## src/rtl/des_pkg.sv

```systemverilog
// DES key-schedule tables, shift schedules, FSM encoding and stage-order helpers.
// Pure declarations; no logic or state of its own.
package des_pkg;

  localparam int MAX_KEYS = 3;

  localparam int PC1 [56] = '{
    57, 49, 41, 33, 25, 17,  9,  1, 58, 50, 42, 34, 26, 18,
    10,  2, 59, 51, 43, 35, 27, 19, 11,  3, 60, 52, 44, 36,
    63, 55, 47, 39, 31, 23, 15,  7, 62, 54, 46, 38, 30, 22,
    14,  6, 61, 53, 45, 37, 29, 21, 13,  5, 28, 20, 12,  4};

  localparam int PC2 [48] = '{
    14, 17, 11, 24,  1,  5,  3, 28, 15,  6, 21, 10,
    23, 19, 12,  4, 26,  8, 16,  7, 27, 20, 13,  2,
    41, 52, 31, 37, 47, 55, 30, 40, 51, 45, 33, 48,
    44, 49, 39, 56, 34, 53, 46, 42, 50, 36, 29, 32};

  // Decrypt walks the encrypt sequence backwards, so its round 0 starts unrotated.
  localparam logic [1:0] SHIFT_E [16] = '{
    2'd1, 2'd1, 2'd2, 2'd2, 2'd2, 2'd2, 2'd2, 2'd2,
    2'd1, 2'd2, 2'd2, 2'd2, 2'd2, 2'd2, 2'd2, 2'd1};
  localparam logic [1:0] SHIFT_D [16] = '{
    2'd0, 2'd1, 2'd2, 2'd2, 2'd2, 2'd2, 2'd2, 2'd2,
    2'd1, 2'd2, 2'd2, 2'd2, 2'd2, 2'd2, 2'd2, 2'd1};

  typedef enum logic {ST_IDLE = 1'b0, ST_RUN = 1'b1} state_t;

  function automatic logic [1:0] stage_slot(input logic [1:0] stage, input logic dec, input int nk);
    if (nk == 1) return 2'd0;
    return dec ? (2'd2 - stage) : stage;
  endfunction

  // 1 = right-rotate (decrypt direction) for this stage.
  function automatic logic stage_dir(input logic [1:0] stage, input logic dec, input int nk);
    if (nk == 1) return dec;
    return dec ? (stage != 2'd1) : (stage == 2'd1);
  endfunction

  function automatic logic [1:0] shift_amt(input logic dir, input logic [3:0] r);
    return dir ? SHIFT_D[r] : SHIFT_E[r];
  endfunction

  function automatic logic [27:0] rot28(input logic [27:0] x, input logic [1:0] n, input logic right);
    logic [27:0] y;
    y = x;
    case ({right, n})
      3'b001:  y = {x[26:0], x[27]};
      3'b010:  y = {x[25:0], x[27:26]};
      3'b101:  y = {x[0], x[27:1]};
      3'b110:  y = {x[1:0], x[27:2]};
      default: y = x;
    endcase
    return y;
  endfunction

endpackage

```

## src/rtl/des_subkey_pc2.sv

```systemverilog
// PC-2 compression of the 56-bit C||D register into a 48-bit round subkey.
// Purely combinational, zero latency.
module des_subkey_pc2
  import des_pkg::*;
(
  input  logic [55:0] cd,
  output logic [47:0] subkey
);

  always_comb begin
    subkey = '0;
    for (int i = 0; i < 48; i++) subkey[47-i] = cd[56-PC2[i]];
  end

endmodule

```

## src/rtl/des_key_schedule_seq.sv

```systemverilog
// Sequential DES/TDES key schedule: one PC-2 subkey per valid/ready handshake, first subkey 1 cycle after accept.
// Subkey and its tags hold while subkey_ready is low; new key jobs are refused until the current job drains.
module des_key_schedule_seq
  import des_pkg::*;
#(
  parameter int NUM_KEYS     = 1,
  parameter int PARITY_CHECK = 1,
  parameter int PARITY_BLOCK = 0
) (
  input  logic                    clk,
  input  logic                    rst,
  input  logic                    key_valid,
  output logic                    key_ready,
  input  logic [64*NUM_KEYS-1:0]  key,
  input  logic                    decrypt,
  output logic                    subkey_valid,
  input  logic                    subkey_ready,
  output logic [47:0]             subkey,
  output logic [3:0]              subkey_round,
  output logic [1:0]              subkey_stage,
  output logic                    subkey_last,
  output logic                    parity_err,
  output logic                    busy
);

  generate
    if (NUM_KEYS != 1 && NUM_KEYS != 3) begin : g_bad_num_keys
      $error("des_key_schedule_seq: NUM_KEYS must be 1 or 3");
    end
  endgenerate

  localparam logic [1:0] LAST_STAGE = 2'(NUM_KEYS - 1);

  state_t      state_q, state_d;
  logic [1:0]  stage_q, stage_d;
  logic [3:0]  round_q, round_d;
  logic        dec_q, dec_d;
  logic        perr_q, perr_d;
  logic [27:0] c_q, c_d, d_q, d_d;
  logic [55:0] store_q [MAX_KEYS];
  logic [55:0] store_d [MAX_KEYS];
  logic [55:0] pc1_res [MAX_KEYS];
  logic        key_perr, accept, hs, blocked;
  logic [1:0]  stage_nxt, slot0, slot_nxt;
  logic        dir0, dir_cur, dir_nxt;

  assign accept    = key_valid & key_ready;
  assign hs        = subkey_valid & subkey_ready;
  assign blocked   = key_perr && (PARITY_BLOCK != 0);
  assign stage_nxt = stage_q + 2'd1;
  assign slot0     = stage_slot(2'd0, decrypt, NUM_KEYS);
  assign dir0      = stage_dir(2'd0, decrypt, NUM_KEYS);
  assign dir_cur   = stage_dir(stage_q, dec_q, NUM_KEYS);
  assign slot_nxt  = stage_slot(stage_nxt, dec_q, NUM_KEYS);
  assign dir_nxt   = stage_dir(stage_nxt, dec_q, NUM_KEYS);

  always_comb begin : pc1_parity
    key_perr = 1'b0;
    for (int s = 0; s < MAX_KEYS; s++) pc1_res[s] = '0;
    for (int s = 0; s < NUM_KEYS; s++) begin
      for (int i = 0; i < 56; i++) pc1_res[s][55-i] = key[64*s+64-PC1[i]];
      for (int b = 0; b < 8; b++) if (~^key[64*s+8*b +: 8]) key_perr = 1'b1;
    end
    if (PARITY_CHECK == 0) key_perr = 1'b0;
  end

  always_ff @(posedge clk or posedge rst) begin
    if (rst) begin
      state_q <= ST_IDLE;
      stage_q <= '0;
      round_q <= '0;
      dec_q   <= 1'b0;
      perr_q  <= 1'b0;
      c_q     <= '0;
      d_q     <= '0;
      for (int s = 0; s < MAX_KEYS; s++) store_q[s] <= '0;
    end else begin
      state_q <= state_d;
      stage_q <= stage_d;
      round_q <= round_d;
      dec_q   <= dec_d;
      perr_q  <= perr_d;
      c_q     <= c_d;
      d_q     <= d_d;
      store_q <= store_d;
    end
  end

  always_comb begin : next_state
    state_d = state_q;
    case (state_q)
      ST_IDLE: if (accept && !blocked) state_d = ST_RUN;
      ST_RUN:  if (hs && round_q == 4'd15 && stage_q == LAST_STAGE) state_d = ST_IDLE;
      default: state_d = ST_IDLE;
    endcase
  end

  // Stage 0 is loaded at accept; later stages load on the round-15 handshake so there is no bubble.
  always_comb begin : datapath_next
    stage_d = stage_q;
    round_d = round_q;
    dec_d   = dec_q;
    perr_d  = perr_q;
    c_d     = c_q;
    d_d     = d_q;
    store_d = store_q;
    if (accept) begin
      store_d = pc1_res;
      dec_d   = decrypt;
      perr_d  = key_perr;
      if (!blocked) begin
        stage_d = 2'd0;
        round_d = 4'd0;
        c_d     = rot28(pc1_res[slot0][55:28], shift_amt(dir0, 4'd0), dir0);
        d_d     = rot28(pc1_res[slot0][27:0],  shift_amt(dir0, 4'd0), dir0);
      end
    end else if (hs) begin
      if (round_q != 4'd15) begin
        round_d = round_q + 4'd1;
        c_d     = rot28(c_q, shift_amt(dir_cur, round_q + 4'd1), dir_cur);
        d_d     = rot28(d_q, shift_amt(dir_cur, round_q + 4'd1), dir_cur);
      end else if (stage_q != LAST_STAGE) begin
        stage_d = stage_nxt;
        round_d = 4'd0;
        c_d     = rot28(store_q[slot_nxt][55:28], shift_amt(dir_nxt, 4'd0), dir_nxt);
        d_d     = rot28(store_q[slot_nxt][27:0],  shift_amt(dir_nxt, 4'd0), dir_nxt);
      end
    end
  end

  des_subkey_pc2 u_pc2 (
    .cd     ({c_q, d_q}),
    .subkey (subkey)
  );

  always_comb begin : outputs
    key_ready    = (state_q == ST_IDLE) && !rst;
    busy         = (state_q == ST_RUN);
    subkey_valid = (state_q == ST_RUN);
    subkey_round = round_q;
    subkey_stage = stage_q;
    subkey_last  = subkey_valid && (round_q == 4'd15) && (stage_q == LAST_STAGE);
    parity_err   = perr_q;
  end

endmodule

```

## config.mk

```make
export PLATFORM = sky130hd
export DESIGN_NAME = des_key_schedule_seq
export DESIGN_NICKNAME = d
export VERILOG_FILES = /design/src/rtl/des_pkg.sv /design/src/rtl/des_subkey_pc2.sv /design/src/rtl/des_key_schedule_seq.sv
export SDC_FILE = /design/constraint.sdc
export NUM_CORES = 1
export LEC_CHECK = 0
export CAP_MARGIN = 20
export CORE_MARGIN = 2
export CORE_UTILIZATION = 40
export CTS_CLUSTER_DIAMETER = 30
export CTS_CLUSTER_SIZE = 14
export DETAILED_ROUTE_END_ITERATION = 6
export PLACE_DENSITY = 0.61
export SLEW_MARGIN = 20
export SYNTH_ARGS = -nofsm -noshare
export SYNTH_HDL_FRONTEND = slang
export SYNTH_SLANG_ARGS = --single-unit
export TNS_END_PERCENT = 5
```

## constraint.sdc

```tcl
create_clock -name clk -period 5.4 [get_ports clk]
set_input_delay 1.08 -clock clk [delete_from_list [all_inputs] [get_ports clk]]
set_output_delay 1.08 -clock clk [all_outputs]
set_load 0.005 [all_outputs]
```

==> reports/summary.json <==
{
  "power": {
    "leakagePower_nw": 4.517,
    "overall_power_consumption_mw": 7.740,
    "worst_ir_drop_vdd_mv": 0.5803,
    "pwr_density_cell_mw_per_mm2": 675.7
  },
  "global_routing": {
    "via_count_of_the_first_global_routing_pass": 8815,
    "first_pass_grt_wire_length_microns": 51200,
    "global_route.usage.met2": 0.3834,
    "antenna_found_initial": 0,
    "grt_met3_use": 0.03202,
    "global_route.peak_usage_layer": "met2",
    "maximum_number_of_pins_on_one_net_before_global_route_repair": 82,
    "grt_util_met1": 0.3607,
    "total_grt_overflow": 0,
    "globalRouteTotalUtil": 0.2482
  },
  "detailed_routing": {
    "detail_routed_net_length_per_standard_cell_microns": 20.93,
    "drt-pass1-iter-count": 5,
    "detail-route-antenna-nets": 0,
    "total_via_count_in_the_routed_design": 9284,
    "detail_route.iter0.violations": 860,
    "post-route-drc-count": 0,
    "wl_microns": 32180,
    "vias_per_cell": 6.040
  },
  "synth": {
    "synth_cell_types": 44,
    "yosysTopAreaCellShare": 0.3089,
    "synth-main-ff-cell": "dfrtp_1",
    "synth_commonest_cells": "182 x nand2_1, 162 x a21oi_1, 121 x dfrtp_1, 108 x mux2i_1, 82 x clkbuf_1",
    "synth.yosys.seq_area_share": 0.3089,
    "netlist.top_cell.by_area": "dfrtp_1",
    "synthTopCellsByArea": "dfrtp_1 31%, mux2i_1 11%, a21oi_1 8.3%",
    "synth-edff-count": 0,
    "synth-compound-area-share": 0.2481,
    "synth_adder_area_share": 0.003830,
    "synth_top_family_by_area": "compound AO/OA/AOI/OAI gates",
    "mapped_avg_cell_area_sq_um": 8.181,
    "netlist_instances": 1198,
    "synth_async_sr_flop_share": 1.000,
    "synth_warnings": 0,
    "synth_fp_nets": 1270,
    "synth_area_in_xor_xnor": 0.05362,
    "synthesis_stage_register_bit_count": 121,
    "share_of_cell_area_taken_by_muxes_after_synthesis": 0.1160,
    "synth_simple_gate_area_frac": 0.1841,
    "most_frequently_used_cell_type_in_the_post_synthesis_netlist": "nand2_1",
    "syn-cell-area_sq_mm": 0.009801
  },
  "worst_setup_path": {
    "crit_path_cell_trace": "ha_1, and3_4, and3_1, clkdlybuf4s50_1",
    "critical_path_buf_inv_count": 1,
    "worstSetupPathType": "flop to output pin",
    "crit-reg2reg-capture": "d_q[7]$_DFFE_PP0P_",
    "critical_path.startpoint_type": "flop",
    "critPathTopFamily": "simple AND/OR/NAND/NOR gates",
    "timing.critical_path.arrival_ns": 2.79,
    "reg2reg_depth": 10,
    "critPathRequiredTime_ns": 4.32,
    "crit_reg_reg_startpoint": "subkey_round[0]$_DFFE_PP0P_",
    "cp_slowest_cell": "and3_4",
    "maximum_single_stage_delay_on_the_critical_path_ns": 0.67,
    "worstPathMaxFanout": 52,
    "crit_path_end_kind": "output pin",
    "ff2ff_setup_slack_ns": 1.85
  },
  "sta": {
    "post-route-min-period_ns": 3.866,
    "final.setup.tns_ns": 0,
    "report.final.hold_viol_count": 0,
    "unrepaired_setup_endpoints_after_global_routing": "false",
    "finalClockSkew_ns": 0.008561,
    "final_critical_path_share_of_the_clock_period": 0.7159,
    "timing.final.max_slew_violations": 0,
    "timing_worst_slew_pin_value_ns": 1.076,
    "clock.fmax_ghz": 0.2587,
    "timing.slew.headroom": 0.2824,
    "setup_viol": 0
  },
  "min_path": {
    "hp-class": "flop to flop",
    "holdCritStartpoint": "store_q[121]$_DFFE_PP0P_",
    "whs_endpoint": "store_q[121]$_DFFE_PP0P_",
    "hold_path_depth": 2
  },
  "status": {
    "run_status": "complete, no violations"
  },
  "place": {
    "portBuffers": 127,
    "globalplace.congestion": 0.8260,
    "placement.cell_area_sq_mm": 0.01088,
    "dp_hpwl_microns": 20420,
    "dp.cells": 1506
  },
  "final_layout": {
    "post_layout_inst_area_sq_mm": 0.01145,
    "layout.cells.non_filler": 1537,
    "drive_above_1_share": 0.08079,
    "final.fill_count": 2328,
    "flow.area_growth_from_synthesis_pct": 16.88,
    "final_nets": 1273,
    "diodes": 0,
    "multi_input_comb_area_sq_mm": 0.006026,
    "ff_latch_area_sq_mm": 0.003032
  },
  "cts": {
    "clockRootBuffer": "clkbuf_16",
    "ctsHoldBuffers": 0,
    "tritoncts": "yes",
    "worst_skew_pair.late_latency_ns": 0.42,
    "cts-root-to-sink-buffers": 2,
    "cts.clk_slew.worst_paths_ns": 0.05,
    "number_of_sinks_driven_by_the_clock_tree": 121,
    "cts_repair_resize_count": 0,
    "clock_tree.htree_level_count": 4,
    "cts_setup_buffers": 0,
    "cts_buf_count": 17
  },
  "floorplanning": {
    "design.die.area_sq_mm": 0.02577,
    "floorplan.die.width_microns": 160.5,
    "core_area_sq_mm": 0.02418,
    "num_rows": 57,
    "initial_util": 0.4054,
    "fp.dieH_microns": 160.5,
    "ios": 128
  },
  "flow_run": {
    "drv_cap": 0
  }
}
## layout make-up
cell class | count | share of cell area
well taps | 324 | 0.03539
multi-input cells | 915 | 0.5261
repair buffers | 141 | 0.1221
flip-flops and latches | 121 | 0.2647
clock buffers | 22 | 0.04140
clock inverters | 9 | 0.008520
inverters | 5 | 0.001857
## metrics by stage
stage | utilization | hold WS [ns] | setup WS, ns
after CTS | 0.4736 | 0.4964 | 1.515
after global placement | 0.4499 | 0.4797 | 1.789
after global routing | 0.4738 | 0.5252 | 1.399
final | 0.4738 | 0.4974 | 1.534
after floorplan | - | 0.4614 | 1.106
after detailed placement | 0.4499 | 0.4828 | 1.728
## sequential cells by signal, summed over array words and instances (netlist names)
name,cells
store_q,56
busy,1
subkey_round,4
subkey_stage,2
d_q,28
parity_err,1
c_q,28
dec_q,1
## worst max-delay path by stage
stage	from	to	slack, ns	cells past startpoint
6_report	subkey_round[0]$_DFFE_PP0P_	subkey_last	1.53	4
5_1_grt	subkey_round[0]$_DFFE_PP0P_	subkey_last	1.40	4
4_1_cts	subkey_round[0]$_DFFE_PP0P_	subkey_last	1.52	4
3_5_place_dp	rst	c_q[0]$_DFFE_PP0P_	1.73	7
3_3_place_gp	rst	c_q[12]$_DFFE_PP0P_	1.79	7
2_1_floorplan	rst	busy$_DFF_PP0_	1.11	1
## cells by family after synthesis
group | Yosys count
AO/OA/AOI/OAI | 350
XOR/XNOR | 60
adder cells (fa/ha/maj) | 3
buffers and inverters | 162
flip-flops | 121
multiplexers | 113
AND/OR/NAND/NOR | 389
## routing by layer
layer,vias to the layer above,routed length [microns],part of all wire
li1,4315,-,-
met1,4543,14730,0.46
met2,379,14760,0.46
met3,47,2009,0.062
met4,0,682,0.021
met5,-,0,0
## worst min-delay path, delay by kind of cell, from the launching register on
| kind | cells | cell delay [ns] |
|---|---|---|
| flops | 1 | 0.35 |
| simple gates | 2 | 0.12 |
## power breakdown
part	total (mW)	switching [mW]	internal [mW]
combinational	4.44	2.51	1.93
sequential	2.17	0.775	1.39
clock	1.13	0.423	0.708
## placed cells by master, fill, tap and decap left out, types with 2 or more instances in the layout
| cell | instances |
|---|---|
| mux2i_1 | 108 |
| buf_12 | 2 |
| nand4_1 | 54 |
| bufinv_16 | 2 |
| nor3_1 | 3 |
| ha_1 | 3 |
| buf_4 | 13 |
| o21ai_0 | 13 |
| and2_1 | 4 |
| clkinv_2 | 6 |
| xor2_1 | 9 |
| clkdlybuf4s50_1 | 126 |
| a2111oi_2 | 35 |
| nand2b_1 | 56 |
| a31oi_1 | 3 |
| a2111oi_0 | 16 |
| nand2_1 | 180 |
| o22ai_1 | 51 |
| clkbuf_8 | 3 |
| nor2b_1 | 2 |
| mux2_2 | 5 |
| a32oi_1 | 2 |
| and3_1 | 3 |
| o21a_1 | 52 |
| nand3_1 | 13 |
| xnor2_1 | 50 |
| clkbuf_16 | 17 |
| clkbuf_1 | 2 |
| inv_1 | 4 |
| a32o_1 | 5 |
| a21oi_1 | 162 |
| nor2_1 | 63 |
| nor4_1 | 3 |
| dfrtp_1 | 120 |
Power figures use the tool's default switching activity.
